==> src/rtl/btn_debounce_counter.sv <==
// Pushbutton debouncer with press counter.
// Raw active-low BTN_N is synchronized, debounced by a four-state FSM, and
// converted into single-cycle press/release strobes plus a 7-bit press count.
// Optional feature: define BTN_AUTOREPEAT_EN to emit repeated press strobes
// while the button stays held (first after HOLD_CYCLES, then every
// REPEAT_CYCLES).
module btn_debounce_counter #(
  parameter int unsigned DEBOUNCE_CYCLES = 65536,
  parameter int unsigned HOLD_CYCLES     = 8000000,
  parameter int unsigned REPEAT_CYCLES   = 2000000
) (
  input  logic       CLK,
  input  logic       RST,
  input  logic       BTN_N,
  input  logic       count_clr,
  output logic       btn_level,
  output logic       press_pulse,
  output logic       release_pulse,
  output logic [6:0] count
);

  localparam int unsigned DB_W = $clog2(DEBOUNCE_CYCLES + 1);

  typedef enum logic [1:0] {
    IDLE,
    PRESS_WAIT,
    HELD,
    RELEASE_WAIT
  } state_t;

  // Elaboration-time parameter legality checks.
  if (DEBOUNCE_CYCLES < 2 || DEBOUNCE_CYCLES > (1 << 20)) begin : g_bad_debounce
    $error("DEBOUNCE_CYCLES must be in 2..2^20");
  end
  if (HOLD_CYCLES < 1 || REPEAT_CYCLES < 1) begin : g_bad_repeat
    $error("HOLD_CYCLES and REPEAT_CYCLES must be at least 1");
  end

  state_t          state;
  state_t          next_state;
  logic [1:0]      sync;
  logic            pressed;
  logic [DB_W-1:0] db_cnt;
  logic            db_done;
  logic            press_set;
  logic            release_set;
  logic            rpt_fire;
  logic            press_q;
  logic            release_q;

  // Two-flop synchronizer; resets to the released (high) level.
  always_ff @(posedge CLK or posedge RST) begin
    // NOTE: clocked state always uses non-blocking assignments so every flop
    // samples pre-edge values regardless of statement order.
    if (RST) sync <= 2'b11;
    else     sync <= {sync[0], BTN_N};
  end

  assign pressed = ~sync[1];
  assign db_done = (db_cnt == DB_W'(DEBOUNCE_CYCLES));

  // State register plus the registered strobes that mark the first cycle of
  // HELD (press) or IDLE (release).
  always_ff @(posedge CLK or posedge RST) begin
    if (RST) begin
      state     <= IDLE;
      press_q   <= 1'b0;
      release_q <= 1'b0;
    end else begin
      state     <= next_state;
      press_q   <= press_set;
      release_q <= release_set;
    end
  end

  // Next-state logic: any opposite sample inside a wait state aborts it.
  always_comb begin
    // NOTE: default assignment first so no path leaves next_state unassigned,
    // which would otherwise infer a latch.
    next_state = state;
    unique case (state)
      IDLE:         if (pressed) next_state = PRESS_WAIT;
      PRESS_WAIT:   if (!pressed) next_state = IDLE;
                    else if (db_done) next_state = HELD;
      HELD:         if (!pressed) next_state = RELEASE_WAIT;
      RELEASE_WAIT: if (pressed) next_state = HELD;
                    else if (db_done) next_state = IDLE;
      default:      next_state = IDLE;
    endcase
  end

  assign press_set   = ((state == PRESS_WAIT) && (next_state == HELD)) || rpt_fire;
  assign release_set = (state == RELEASE_WAIT) && (next_state == IDLE);

  // Debounce counter: counts consecutive stable samples inside a wait state,
  // cleared whenever the FSM changes state or rests in IDLE/HELD.
  always_ff @(posedge CLK or posedge RST) begin
    if (RST) begin
      db_cnt <= '0;
    end else if ((state != next_state) || (state == IDLE) || (state == HELD)) begin
      db_cnt <= '0;
    end else if (!db_done) begin
      db_cnt <= db_cnt + DB_W'(1);
    end
  end

`ifdef BTN_AUTOREPEAT_EN
  localparam int unsigned RPT_MAX = (HOLD_CYCLES > REPEAT_CYCLES) ? HOLD_CYCLES : REPEAT_CYCLES;
  localparam int unsigned RPT_W   = $clog2(RPT_MAX + 1);

  logic [RPT_W-1:0] rpt_cnt;
  logic [RPT_W-1:0] rpt_limit;
  logic             rpt_first_done;

  // First repeat waits HOLD_CYCLES, later ones REPEAT_CYCLES.
  assign rpt_limit = rpt_first_done ? RPT_W'(REPEAT_CYCLES - 1) : RPT_W'(HOLD_CYCLES - 1);
  assign rpt_fire  = (state == HELD) && (next_state == HELD) && (rpt_cnt == rpt_limit);

  // Repeat timer: cleared on a fresh press, runs only while staying in HELD,
  // and holds its value through RELEASE_WAIT so a bounce resumes it.
  always_ff @(posedge CLK or posedge RST) begin
    if (RST) begin
      rpt_cnt        <= '0;
      rpt_first_done <= 1'b0;
    end else if ((state == PRESS_WAIT) && (next_state == HELD)) begin
      rpt_cnt        <= '0;
      rpt_first_done <= 1'b0;
    end else if (rpt_fire) begin
      rpt_cnt        <= '0;
      rpt_first_done <= 1'b1;
    end else if ((state == HELD) && (next_state == HELD)) begin
      rpt_cnt        <= rpt_cnt + RPT_W'(1);
    end
  end
`else
  assign rpt_fire = 1'b0;
`endif

  // Press counter: bumps on the edge that raises press_pulse; clear wins.
  always_ff @(posedge CLK or posedge RST) begin
    if (RST)            count <= '0;
    else if (count_clr) count <= '0;
    else if (press_set) count <= count + 7'd1;
  end

  // Outputs decoded from state and the registered strobes.
  always_comb begin
    btn_level     = (state == HELD) || (state == RELEASE_WAIT);
    press_pulse   = press_q;
    release_pulse = release_q;
  end

endmodule

==> config.mk <==
export PLATFORM = sky130hd
export DESIGN_NAME = btn_debounce_counter
export DESIGN_NICKNAME = d
export VERILOG_FILES = /design/src/rtl/btn_debounce_counter.sv
export SDC_FILE = /design/constraint.sdc
export NUM_CORES = 1
export LEC_CHECK = 0
export ABC_AREA = 0
export CAP_MARGIN = 20
export CORE_ASPECT_RATIO = 0.6
export CORE_UTILIZATION = 60
export CTS_CLUSTER_SIZE = 28
export DETAILED_ROUTE_END_ITERATION = 12
export GPL_TIMING_DRIVEN = 0
export PLACE_DENSITY = 0.93
export SETUP_SLACK_MARGIN = 0.05
export SLEW_MARGIN = 40
export SYNTH_ARGS = -nofsm -noshare
export SYNTH_HDL_FRONTEND = slang
export SYNTH_SLANG_ARGS = --single-unit
==> constraint.sdc <==
create_clock -name CLK -period 4.35 [get_ports CLK]
set_input_delay 0.6525 -clock CLK [delete_from_list [all_inputs] [get_ports CLK]]
set_output_delay 0.6525 -clock CLK [all_outputs]
set_load 0.01 [all_outputs]
Word level (Yosys, flattened, before mapping)
Index checks and enable logic that the tools add are counted.
- $add $sub $neg: 2
- equal/unequal tests: 7
- mux-type cells: 11
- reduce and logical (&&, ||, !) cells: 8
- operator list (kind ; number):
    two-way mux 17 bit ; 2
    adder 17 x 1 -> 17 bit, second input constant ; 1
    == test 17 bit, second input constant ; 1
    two-way mux 7 bit ; 2
    two-way mux 2 bit ; 6
    one-hot mux 2 bit (4 select lines) ; 1
    adder 7 x 1 -> 7 bit, second input constant ; 1
    == test 2 bit, second input constant ; 3
    logical NOT 2 bit ; 2
    logical OR 1 bit ; 3
    == test 2 x 1 -> 1 bit, second input constant ; 1
    logical AND 1 bit ; 2
    inequality test 2 x 1 -> 1 bit, second input constant ; 1
    inequality test 2 bit ; 1
    nonzero test 2 bit ; 1
- register bits after elaboration: 30
- input bits: 4
- output and inout port bits: 10
- word-level logic and storage cells: 34

Depth between registers and ports, before layout
- depth in word-level cells: 8
- mapped depth: 7
- gate-level depth less buffers: 6

Worst setup path before layout
OpenSTA, ideal clock, no wires.
- path type: register to register
- start: reg db_cnt[0]
- end: reg count[5]
- setup time: 0.077 ns
- arrival time: 1.727 ns
- required time: 4.273 ns
- setup slack: 2.545 ns
- cell stages (with the launch flop): 7
- path buffers: 0
- period minus slack after synthesis: 1.805 ns
- path through: dfrtp_1 -> inv_1 -> ha_1 -> nor4b_4 -> nand4_4 -> or4_1 -> a21oi_1
- longest elaborated chain between the ends: 7
- elaborated cells between the ends (all ways): 9
- those cells by class: eq/ne (2); mux (5); reduce/logical (2)
- ends and longest elaborated chain (item ; RTL line ; RTL):
    start, declared ; 43 ; logic [DB_W-1:0] db_cnt;
    start signal, assigned ; 103 ; db_cnt <= db_cnt + DB_W'(1);
    == test 17 bit (*) ; 60 ; assign db_done = (db_cnt == DB_W'(DEBOUNCE_CYCLES));
    two-way mux 2 bit (on tied branches) ; 87, 84 ;
    two-way mux 2 bit (on tied branches) ; 86, 83 ;
    one-hot mux 2 bit (4 select lines) (*) ; 81 ; unique case (state)
    == test 2 bit (*) ; 92 ; assign press_set = ((state == PRESS_WAIT) && (next_state == HELD)) || rpt_fire;
    logical AND 1 bit (*) ; 92 ;
    nonzero test 2 bit (no source line) (*) ; n/a ;
    end signal, assigned ; 143 ; else if (press_set) count <= count + 7'd1;
    end, declared ; 19 ; output logic [6:0] count
Mark *: on every way between the ends. The rest lies on a longest branch, timed or not.
A chain may end at the register's enable or synchronous reset.

Final worst setup path
- start: reg db_cnt[0]
- end: reg db_cnt[8]
- longest elaborated chain between the ends: 8
- elaborated cells between the ends (all ways): 13
- those cells by class: add/sub (1); eq/ne (3); mux (7); reduce/logical (2)
- ends and longest elaborated chain (item ; RTL line ; RTL):
    == test 17 bit ; 60 ;
    two-way mux 2 bit (on tied branches) ; 87, 84 ;
    two-way mux 2 bit (on tied branches) ; 86, 83 ;
    one-hot mux 2 bit (4 select lines) ; 81 ;
    inequality test 2 bit ; 100 ; end else if ((state != next_state) || (state == IDLE) || (state == HELD)) begin
    logical OR 1 bit (2 in a row) ; 100 ;
    inequality test 2 x 1 -> 1 bit (no source line) or two-way mux 17 bit (tied branches) ; n/a ;
Parallel ways exist; a longest one is shown, timed or not. The select of a mux whose other input is x is not followed.

==> flow_summary.yaml <==
outcome:
  run_status: "finished clean"
power:
  seq_power_share_pct: 53.5
  sw_frac_of_total_pct: 22.0
  p_switching_mw: 0.117
  peakVddDrop_uv: 264
  pwr-share-clk_pct: 42.8
  intPower_mw: 0.416
  combPwrFrac_pct: 3.7
  p_per_area_mw_per_mm2: 296
  p_leak_nw: 0.705
cells_and_area:
  final_common_cell: "dfrtp_1"
  fillerInstances: 150
  layout_common_cells: "dfrtp_1, nor2_1, clkdlybuf4s50_1, xnor2_1, a21oi_1"
  num_antenna_cells: 0
  fin_nets: 176
  areaGrowthSynthToFinish_pct: 16.8
  drive_above_1_share_pct: 11.2
clock_tree:
  clk_latency_ns: 0.29
  root_buffer: "clkbuf_8"
  cts_tree: "done"
  post-cts-setup-buffers: 0
  postCtsResizedCells: 0
  cts_made_buffers: 5
  holdBufCountCts: 0
  clk_pin_slew_worst_paths_ns: 0.06
  clk_path_buf_depth: 2
  htreeDepth: 2
  cts_num_sinks: 30
setup_path:
  path_cells: "inv_1 -> ha_1 -> nor4b_4 -> nand3_2 -> o211ai_2 -> buf_2 -> nor2_1"
  crit-reg2reg-launch: "db_cnt[0]"
  crit_path_start: "db_cnt[0]"
  r2r-end: "db_cnt[8]"
  start_kind: "flip-flop"
  cpLargestDelayFamily: "simple AND/OR/NAND/NOR gates"
  worstRegToRegCells: 7
  ff2ff_setup_slack_ns: 2.23
  cp_slowest_cell: "dfrtp_1"
  cp-end-kind: "flip-flop"
  crit_path_max_fanout: 10
  path_class: "flip-flop to flip-flop"
  path_depth: 7
  crit_arrival_ns: 2.28
  worstPathRequired_ns: 4.51
  critPathMaxStageDelay_ns: 0.44
  crit_path_end: "db_cnt[8]"
  path_buf_inv: 2
yosys:
  synthCells: 149
  yosysSeqAreaShare_pct: 48.8
  yosysTopAreaCellShare_pct: 45.4
  ys_ff_latch: 30
  synth_fp_nets: 156
  syn_area_mm2: 0.00154
  ys_types: 31
  yosys_warnings: 0
  yosysTopAreaCell: "dfrtp_1"
  avgSynthCellArea_um2: 10.4
  ys_top_cells_by_area: "dfrtp_1, xnor2_1, nor2_1, dfstp_2, a21oi_1"
sta:
  worst_slew_pin_slew_ns: 0.608
  max_slew_margin_pct: 59.4
  tns_ns: 0
  max_freq_mhz: 472
  setup_ws_ns: 2.23
  fin_worst_skew_ns: 0.00896
  period_share_pct: 48.7
  fin_crit_ns: 2.12
  slew_violations: 0
  hold_violations: 0
  rsz0062_at_grt: "false"
  setup_viol: 0
floorplan:
  die_h_um: 41.3
  ioPinCount: 14
  core_mm2: 0.00229
  start_util_pct: 67.3
  die_w_um: 67.5
  fp-row-count: 13
  dieArea_mm2: 0.00279
detailed_routing:
  vias_per_cell: 6.10
  drc_errors: 0
  drtPass1Iterations: 5
  totalWireLength_um: 3230
  first_iter_violations: 118
  ant_nets: 0
  vias: 1220
  routedWlPerCell_um: 16.1
hold_path:
  hold_path_class: "flip-flop to flip-flop"
flow_run:
  cap_violations: 0
grt:
  grt_pass1_vias: 1066
  grt_start_max_net_pins: 31
  grt_pass1_wl_um: 5210
  grtUsageTotal_pct: 28.4
  grt-ovfl-total: 0
  antenna_found_initial: 0
place:
  globalplace.congestion: 0.833
  place_hpwl_um: 2380
  dp_slack_ns: 2.28
  port_buffers: 13
layer usage:
metal / up-vias / GRT usage [%] / part of all wire (%)
met4: 0 / 12.8 / 1.6
met5: - / 0 / 0
met1: 597 / 41.3 / 48
li1: 578 / - / -
met2: 37 / 38.9 / 44
met3: 8 / 8.15 / 6.0
metrics by stage:
stage | hold slack, ns | instance area, um^2 | total power [mW] | instances | utilization, %
finish | 0.359 | 1800 | 0.533 | 200 | 78.6
global route | 0.363 | 1800 | 0.554 | 200 | 78.6
CTS | 0.359 | 1800 | 0.538 | 200 | 78.6
detailed placement | 0.348 | 1710 | 0.310 | 192 | 74.6
global placement | 0.348 | 1710 | 0.309 | 192 | 74.6
floorplan | 0.345 | 1540 | 0.302 | 149 | -
how the worst min path moves through the flow:
stage	from	end	slack, ns	depth (start not counted)
finish	sync[0]	sync[1]	0.36	0
global route	sync[0]	sync[1]	0.36	0
CTS	sync[0]	sync[1]	0.36	0
detailed placement	sync[0]	sync[1]	0.35	0
global placement	sync[0]	sync[1]	0.35	0
floorplan	sync[0]	sync[1]	0.35	0
layout make-up:
class / instances / area (um^2) / area share [%]
Sequential cell: 30 / 753 / 41.8
Multi-Input combinational cell: 110 / 748 / 41.5
Timing Repair Buffer: 13 / 130 / 7.22
Clock buffer: 7 / 86.3 / 4.79
Tap cell: 30 / 37.5 / 2.08
Inverter: 6 / 22.5 / 1.25
Buffer: 3 / 20.0 / 1.11
Clock inverter: 1 / 5.00 / 0.278
power by group through the flow:
stage	Clock (mW)	Sequential, mW	Combinational, mW
after CTS	0.233	0.285	0.0203
after global placement	0	0.290	0.0193
final	0.228	0.285	0.0199
after detailed placement	0	0.290	0.0203
after floorplan	0	0.289	0.0130
after global routing	0.246	0.285	0.0226
cell usage after synthesis, drive strengths merged:
cell type and instances:
dfrtp 28, nor2 19, xnor2 12, a21oi 10
nand3 10, nand2 8, nand4 7, inv 6
nor4 6, nor3 5, or4 5, o21ai 4
o31ai 4, and3 3, ha 3, nor4b 3
or3 3, xor2 3, buf 2, dfstp 2
or2 2, and4 1, clkbuf 1, nor2b 1
o211ai 1
state kept, by name, summed over array words and instances, names as in the netlist:
signal         count
count              7
db_cnt            17
press_pulse        1
release_pulse      1
state              2
sync               2
worst reg2reg max path, stage by stage (launching register included):
cell      delay, ns
dfrtp_1        0.44
inv_1          0.09
ha_1           0.14
nor4b_4        0.34
nand3_2        0.23
o211ai_2       0.40
buf_2          0.29
nor2_1         0.07
logic make-up after synthesis:
logic type / Yosys count / synth area share, %
XOR/XNOR: 15 / 8.51
AND/OR/NAND/NOR: 73 / 30.2
AO/OA/AOI/OAI: 19 / 7.29
adder cells (fa/ha/maj): 3 / 2.43
buffers and inverters: 9 / 2.75
flip-flops: 30 / 48.8
No activity file was read; power rests on OpenSTA's default activity.
